File: src/rtl/discriminator_seq.sv
// Q8.8 GAN discriminator: 9 pixels -> 3 hard-tanh hidden units -> 1 hard-sigmoid score,
// time-multiplexed over one saturating MAC with valid/ready on both sides.
module discriminator_seq #(
    parameter int                 N_IN   = 9,
    parameter int                 N_HID  = 3,
    parameter int                 FRAC   = 8,
    parameter logic signed [15:0] THRESH = 16'sd128
) (
    input  logic                          clk,
    input  logic                          rst,
    input  logic                          valid_in,
    output logic                          in_ready,
    input  logic [16*N_IN-1:0]            pix_flat,
    input  logic [16*N_HID*(N_IN+1)-1:0]  flat_weights_L1,
    input  logic [16*(N_HID+1)-1:0]       flat_weights_L2,
    output logic                          valid_out,
    input  logic                          out_ready,
    output logic signed [15:0]            score,
    output logic                          real_flag
);

    localparam int N_W1   = N_HID * (N_IN + 1);
    localparam int N_W2   = N_HID + 1;
    localparam int K_AW   = (N_IN > 1) ? $clog2(N_IN + 1) : 1;
    localparam int J_AW   = (N_HID > 1) ? $clog2(N_HID + 1) : 1;
    localparam int W1_AW  = $clog2(N_W1);
    localparam int W2_AW  = $clog2(N_W2);
    localparam int H_AW   = (N_HID > 1) ? $clog2(N_HID) : 1;
    localparam logic signed [15:0] ONE  = 16'sd1 <<< FRAC;
    localparam logic signed [15:0] HALF = 16'sd1 <<< (FRAC - 1);

    typedef enum logic [2:0] {IDLE, L1_MAC, L1_ACT, L2_MAC, L2_ACT, DONE} state_t;

    state_t state_q, state_d;

    logic signed [15:0] pix_q [N_IN];
    logic signed [15:0] pix_d [N_IN];
    logic signed [15:0] w1_q  [N_W1];
    logic signed [15:0] w1_d  [N_W1];
    logic signed [15:0] w2_q  [N_W2];
    logic signed [15:0] w2_d  [N_W2];
    logic signed [15:0] h_q   [N_HID];
    logic signed [15:0] h_d   [N_HID];
    logic signed [31:0] acc_q, acc_d;
    logic [K_AW-1:0]    k_q, k_d;
    logic [J_AW-1:0]    j_q, j_d;
    logic signed [15:0] score_q, score_d;
    logic               real_q, real_d;
    logic               valid_q, valid_d;

    logic accept, mac_en, in_l2, act_l1, act_l2, out_clr;

    // Accumulator never wraps: sums clip at the 32-bit signed limits.
    function automatic logic signed [31:0] sat_add(input logic signed [31:0] a,
                                                   input logic signed [31:0] b);
        logic signed [32:0] s;
        s = {a[31], a} + {b[31], b};
        if (s[32] != s[31]) return s[32] ? 32'sh8000_0000 : 32'sh7FFF_FFFF;
        return s[31:0];
    endfunction

    function automatic logic signed [15:0] sat16(input logic signed [31:0] x);
        if (x > 32'sd32767)  return 16'sh7FFF;
        if (x < -32'sd32768) return 16'sh8000;
        return x[15:0];
    endfunction

    function automatic logic signed [15:0] hardtanh(input logic signed [15:0] x);
        if (x > ONE)  return ONE;
        if (x < -ONE) return -ONE;
        return x;
    endfunction

    function automatic logic signed [15:0] hsig(input logic signed [15:0] x);
        logic signed [15:0] t;
        t = (x >>> 2) + HALF;
        if (t < 16'sd0) return 16'sd0;
        if (t > ONE)    return ONE;
        return t;
    endfunction

    // ---------------- FSM: state register ----------------
    always_ff @(posedge clk or posedge rst) begin
        if (rst) state_q <= IDLE;
        else     state_q <= state_d;
    end

    // ---------------- FSM: next state ----------------
    always_comb begin
        state_d = state_q;
        unique case (state_q)
            IDLE:   if (accept) state_d = L1_MAC;
            L1_MAC: if (k_q == K_AW'(N_IN - 1)) state_d = L1_ACT;
            L1_ACT: state_d = (j_q == J_AW'(N_HID - 1)) ? L2_MAC : L1_MAC;
            L2_MAC: if (k_q == K_AW'(N_HID - 1)) state_d = L2_ACT;
            L2_ACT: state_d = DONE;
            DONE:   if (out_ready) state_d = IDLE;
            default: state_d = IDLE;
        endcase
    end

    // ---------------- FSM: outputs / datapath strobes ----------------
    always_comb begin
        in_ready = (state_q == IDLE) && !rst;
        accept   = valid_in && in_ready;
        mac_en   = (state_q == L1_MAC) || (state_q == L2_MAC);
        in_l2    = (state_q == L2_MAC);
        act_l1   = (state_q == L1_ACT);
        act_l2   = (state_q == L2_ACT);
        out_clr  = (state_q == DONE) && out_ready;
    end

    assign valid_out = valid_q;
    assign score     = score_q;
    assign real_flag = real_q;

    // ---------------- shared MAC operands ----------------
    logic [W1_AW-1:0]   w1_idx, b1_idx;
    logic signed [15:0] op_a, op_b, bias;
    logic signed [31:0] prod, bias_ext, biased;
    logic signed [15:0] act_res, sig_res;

    always_comb begin
        w1_idx   = W1_AW'(j_q) * W1_AW'(N_IN + 1) + W1_AW'(k_q);
        b1_idx   = W1_AW'(j_q) * W1_AW'(N_IN + 1) + W1_AW'(N_IN);
        op_a     = in_l2 ? h_q[H_AW'(k_q)]  : pix_q[k_q];
        op_b     = in_l2 ? w2_q[W2_AW'(k_q)] : w1_q[w1_idx];
        prod     = 32'(op_a) * 32'(op_b);
        bias     = act_l2 ? w2_q[N_HID] : w1_q[b1_idx];
        bias_ext = 32'(bias) <<< FRAC;
        biased   = sat_add(acc_q, bias_ext);
        act_res  = sat16(biased >>> FRAC);
        sig_res  = hsig(act_res);
    end

    // ---------------- datapath next state ----------------
    always_comb begin
        pix_d   = pix_q;
        w1_d    = w1_q;
        w2_d    = w2_q;
        h_d     = h_q;
        acc_d   = acc_q;
        k_d     = k_q;
        j_d     = j_q;
        score_d = score_q;
        real_d  = real_q;
        valid_d = valid_q;

        if (accept) begin
            for (int k = 0; k < N_IN; k++) pix_d[k] = pix_flat[16*k +: 16];
            for (int k = 0; k < N_W1; k++) w1_d[k]  = flat_weights_L1[16*k +: 16];
            for (int k = 0; k < N_W2; k++) w2_d[k]  = flat_weights_L2[16*k +: 16];
            acc_d = '0;
            k_d   = '0;
            j_d   = '0;
        end

        if (mac_en) begin
            acc_d = sat_add(acc_q, prod);
            k_d   = k_q + K_AW'(1);
        end

        if (act_l1) begin
            h_d[H_AW'(j_q)] = hardtanh(act_res);
            acc_d = '0;
            k_d   = '0;
            j_d   = j_q + J_AW'(1);
        end

        if (act_l2) begin
            score_d = sig_res;
            real_d  = (sig_res >= THRESH);
            valid_d = 1'b1;
            acc_d   = '0;
            k_d     = '0;
        end

        if (out_clr) valid_d = 1'b0;
    end

    // ---------------- datapath registers ----------------
    always_ff @(posedge clk or posedge rst) begin
        if (rst) begin
            for (int k = 0; k < N_IN; k++)  pix_q[k] <= '0;
            for (int k = 0; k < N_W1; k++)  w1_q[k]  <= '0;
            for (int k = 0; k < N_W2; k++)  w2_q[k]  <= '0;
            for (int k = 0; k < N_HID; k++) h_q[k]   <= '0;
            acc_q   <= '0;
            k_q     <= '0;
            j_q     <= '0;
            score_q <= '0;
            real_q  <= 1'b0;
            valid_q <= 1'b0;
        end else begin
            pix_q   <= pix_d;
            w1_q    <= w1_d;
            w2_q    <= w2_d;
            h_q     <= h_d;
            acc_q   <= acc_d;
            k_q     <= k_d;
            j_q     <= j_d;
            score_q <= score_d;
            real_q  <= real_d;
            valid_q <= valid_d;
        end
    end

endmodule

File: config.mk
export PLATFORM = sky130hd
export DESIGN_NAME = discriminator_seq
export DESIGN_NICKNAME = d
export VERILOG_FILES = /design/src/rtl/discriminator_seq.sv
export SDC_FILE = /design/constraint.sdc
export NUM_CORES = 2
export LEC_CHECK = 0
export CORE_MARGIN = 3
export CORE_UTILIZATION = 55
export DETAILED_ROUTE_END_ITERATION = 12
export PLACE_DENSITY = 0.81
export SYNTH_ARGS = -nofsm -noshare
export SYNTH_HDL_FRONTEND = slang
export SYNTH_SLANG_ARGS = --single-unit
File: constraint.sdc
create_clock -name clk -period 43.3 [get_ports clk]
set_input_delay 8.66 -clock clk [delete_from_list [all_inputs] [get_ports clk]]
set_output_delay 8.66 -clock clk [all_outputs]
set_load 0.03 [all_outputs]
==> reports/summary.log <==
qor: grt.busiest_layer met2
qor: place.routabilityCongestion 0.9517
qor: logic_synthesis.yosys.cell_count.top_type dfrtp_1
qor: route.routed_wirelength 159000 µm
qor: worst_setup_path.timing.reg2reg.setup_slack 31.26 ns
qor: place.hpwlAfterDp 120100 µm
qor: route.detail_route.wl_per_cell 27.37 µm
qor: clock_network.clk_transition_reported_paths 0.06 ns
qor: sta.final-max-slew-violation-count 0
qor: grt.grtUsageTotal 0.3404
qor: logic_synthesis.synth_async_sr_flop_share 1.000
qor: logic_synthesis.synth_area_per_cell 12.72 µm²
qor: grt.grt_pass1_vias 37560
qor: clock_network.bufs_on_longest_clock_path 3
qor: sta.fmaxAchievable 0.05228 GHz
qor: flow_run.max_cap_violations 0
qor: sta.final_period_minus_worst_setup_slack 19.13 ns
qor: logic_synthesis.synth.yosys.seq_area_share 0.4026
qor: clock_network.tritoncts yes
qor: place.io_buffer_count 708
qor: worst_setup_path.start_kind input port
qor: logic_synthesis.synth_edf_count 0
qor: run_status.run_status complete, no violations
qor: die.row_count 109
qor: grt.grt_first_pass_wirelength 235600 µm
qor: die.die-area 93250 µm²
qor: clock_network.hold_buf_cts 0
qor: logic_synthesis.synth_top_area_share 0.4026
qor: final_layout.area_growth_syn_to_layout 23.20%
qor: logic_synthesis.ys_ff_latch 793
qor: die.initial_utilization 0.5560
qor: clock_network.post-cts-setup-buffers 0
qor: logic_synthesis.synth_largest_area_cell dfrtp_1
qor: sta.totalNegativeSetupSlack 0 ns
qor: route.route.antenna.remaining_nets 0
qor: grt.grt_remaining_overflow 0
qor: clock_network.tritoncts.num_buffers 87
qor: sta.final-hold-violation-count 0
qor: worst_setup_path.worst-endpoint-arrival 10.47 ns
qor: route.drt_pass_1_iters 6
qor: grt.pin_count_of_the_biggest_net_entering_global_routing 196
qor: worst_setup_path.crit_buf_inv 2
qor: worst_setup_path.critPathMostFrequentCell clkdlybuf4s50_1
qor: clock_network.cts.root.buffer_cell clkbuf_16
qor: route.route.detailed.vias_per_inst 6.071
qor: worst_setup_path.max_incr_delay_on_cp 0.79 ns
qor: worst_setup_path.crit_family buffers and inverters
qor: hold_path.class_of_the_worst_hold_path register to register
qor: clock_network.cts_repair_resize_count 0
qor: route.drc_violation_count_after_routing 0
qor: final_layout.fin_nets 5636
qor: route.drt_first_iter_violations 3210
qor: sta.worst_setup_slack_final 24.17 ns
qor: worst_setup_path.worst-path-max-fanout 2
qor: logic_synthesis.synth.distinct_cells 79
qor: logic_synthesis.synth_top_flop_cell dfrtp_1
qor: final_layout.post_route_cells_drive_above_1_share 0.2613
qor: worst_setup_path.path_cells clkdlybuf4s50_1, nor4_1, clkdlybuf4s50_1
qor: worst_setup_path.crit_path_top_delay_cell clkdlybuf4s50_1
qor: die.die_x 305.4 µm
qor: grt.grtUsageMet1 0.4139
qor: place.placedInstanceArea 57580 µm²
qor: route.dr_total_vias 35270
qor: final_layout.post-route-cell-area 60730 µm²
qor: logic_synthesis.most_instantiated_cells_after_synthesis dfrtp_1 (793), mux2_2 (729), inv_1 (318)
qor: die.die_span_y 305.4 µm
qor: sta.timing.final.crit_share 0.4417
qor: sta.final.hold.worst_slack 0.4712 ns
qor: grt.grt_antenna_before_repair 86
qor: sta.max_slew.worst_pin.slew 1.211 ns
qor: worst_setup_path.required 34.64 ns
qor: clock_network.clkSinkCount 793
qor: clock_network.h_tree_depth 3
qor: sta.rsz_0062_raised_after_global_routing no
qor: logic_synthesis.synth.area.top_cells dfrtp_1 (40%), mux2_2 (17%), fa_1 (12%), mux4_2 (9.5%), ha_1 (3.5%)
qor: grt.gr-usage-met3 0.09616
qor: grt.grtUsageMet2 0.5446
qor: place.preCtsSetupSlack 24.16 ns
qor: worst_setup_path.endpoint_kind output pin
qor: clock_network.insertion_delay_to_the_later_sink_of_the_worst_skew_pair 0.67 ns
qor: die.core 88650 µm²
qor: die.io_pins 711
qor: worst_setup_path.crit_type input port to output pin
qor: sta.timing.final.setup_violations 0
qor: sta.skew 0.03944 ns
qor: logic_synthesis.synth-warning-count 0
qor: logic_synthesis.synthCells 3874
qor: logic_synthesis.summed_instance_area_of_the_synthesized_netlist 49290 µm²
qor: sta.maxSlewHeadroom 0.1895
sequential cells by signal (all words and copies together) (netlist names):
register	cells
w2_q	64
w1_q	480
real_flag	1
pix_q	144
h_q	48
j_q	2
valid_out	1
score	14
state_q	3
k_q	4
acc_q	32
worst min-delay path, stage by stage, from the launching register on:
cell     delay, ns
dfrtp_1       0.34
nand2_1       0.05
o31ai_1       0.05
cell type report:
| type | count | area, µm² |
|---|---|---|
| fillers | 6232 | 27920 |
| multi-input cells | 2534 | 27450 |
| flip-flops and latches | 793 | 19850 |
| repair buffers | 771 | 7622 |
| clock buffers | 124 | 2516 |
| well taps | 1165 | 1458 |
| inverters | 319 | 1205 |
| clock inverters | 36 | 456.7 |
| diodes | 68 | 170.2 |
metal layers:
metal | share of wire | routed length (µm) | vias up
li1 | - | - | 14960
met1 | 0.36 | 57350 | 18180
met2 | 0.48 | 76290 | 1693
met3 | 0.095 | 15060 | 412
met4 | 0.063 | 10030 | 34
met5 | 0.0017 | 266 | -
worst paths after layout:
kind,startpoint,end,cells past startpoint
worst max-delay path,rst,in_ready,3
worst min-delay path,h_q[4],h_q[4],2
worst max register to register,k_q[1],acc_q[18],32
worst min register to register,h_q[4],h_q[4],2
max in group asynchronous,rst,w1_q[445],4
min in group asynchronous,rst,w2_q[2],2
logic make-up (layout without fill, tap and decap cells):
| group | after synthesis | after routing | share of synthesized area |
|---|---|---|---|
| mux | 978 | 978 | 0.2699 |
| buf+inv | 548 | 1250 | 0.04287 |
| compound gates | 453 | 453 | 0.06188 |
| other cells | 1 | 70 | 0.00007608 |
| xor+xnor | 56 | 56 | 0.009950 |
| flops | 793 | 793 | 0.4026 |
| simple gates | 607 | 607 | 0.05556 |
| fa+ha+maj | 438 | 438 | 0.1572 |
through the flow:
step	util	instances
after floorplan	-	3875
after global placement	0.6496	5582
after detailed placement	0.6496	5582
after CTS	0.6831	5742
after global routing	0.6847	5799
final	0.6850	5810
placed cells by master, fill, tap and decap left out, types with 58 or more instances in the layout:
master,instances
o21ai_0,81
diode_2,68
clkdlybuf4s50_1,708
mux2_2,729
buf_4,58
ha_1,135
clkbuf_16,87
nor2_1,158
dfrtp_1,789
a21oi_1,116
fa_1,301
nand2_1,279
inv_1,317
mux4_2,208
Power is not shown: default switching activity piles up to over one toggle a cycle in this logic, so the estimate is an artifact.
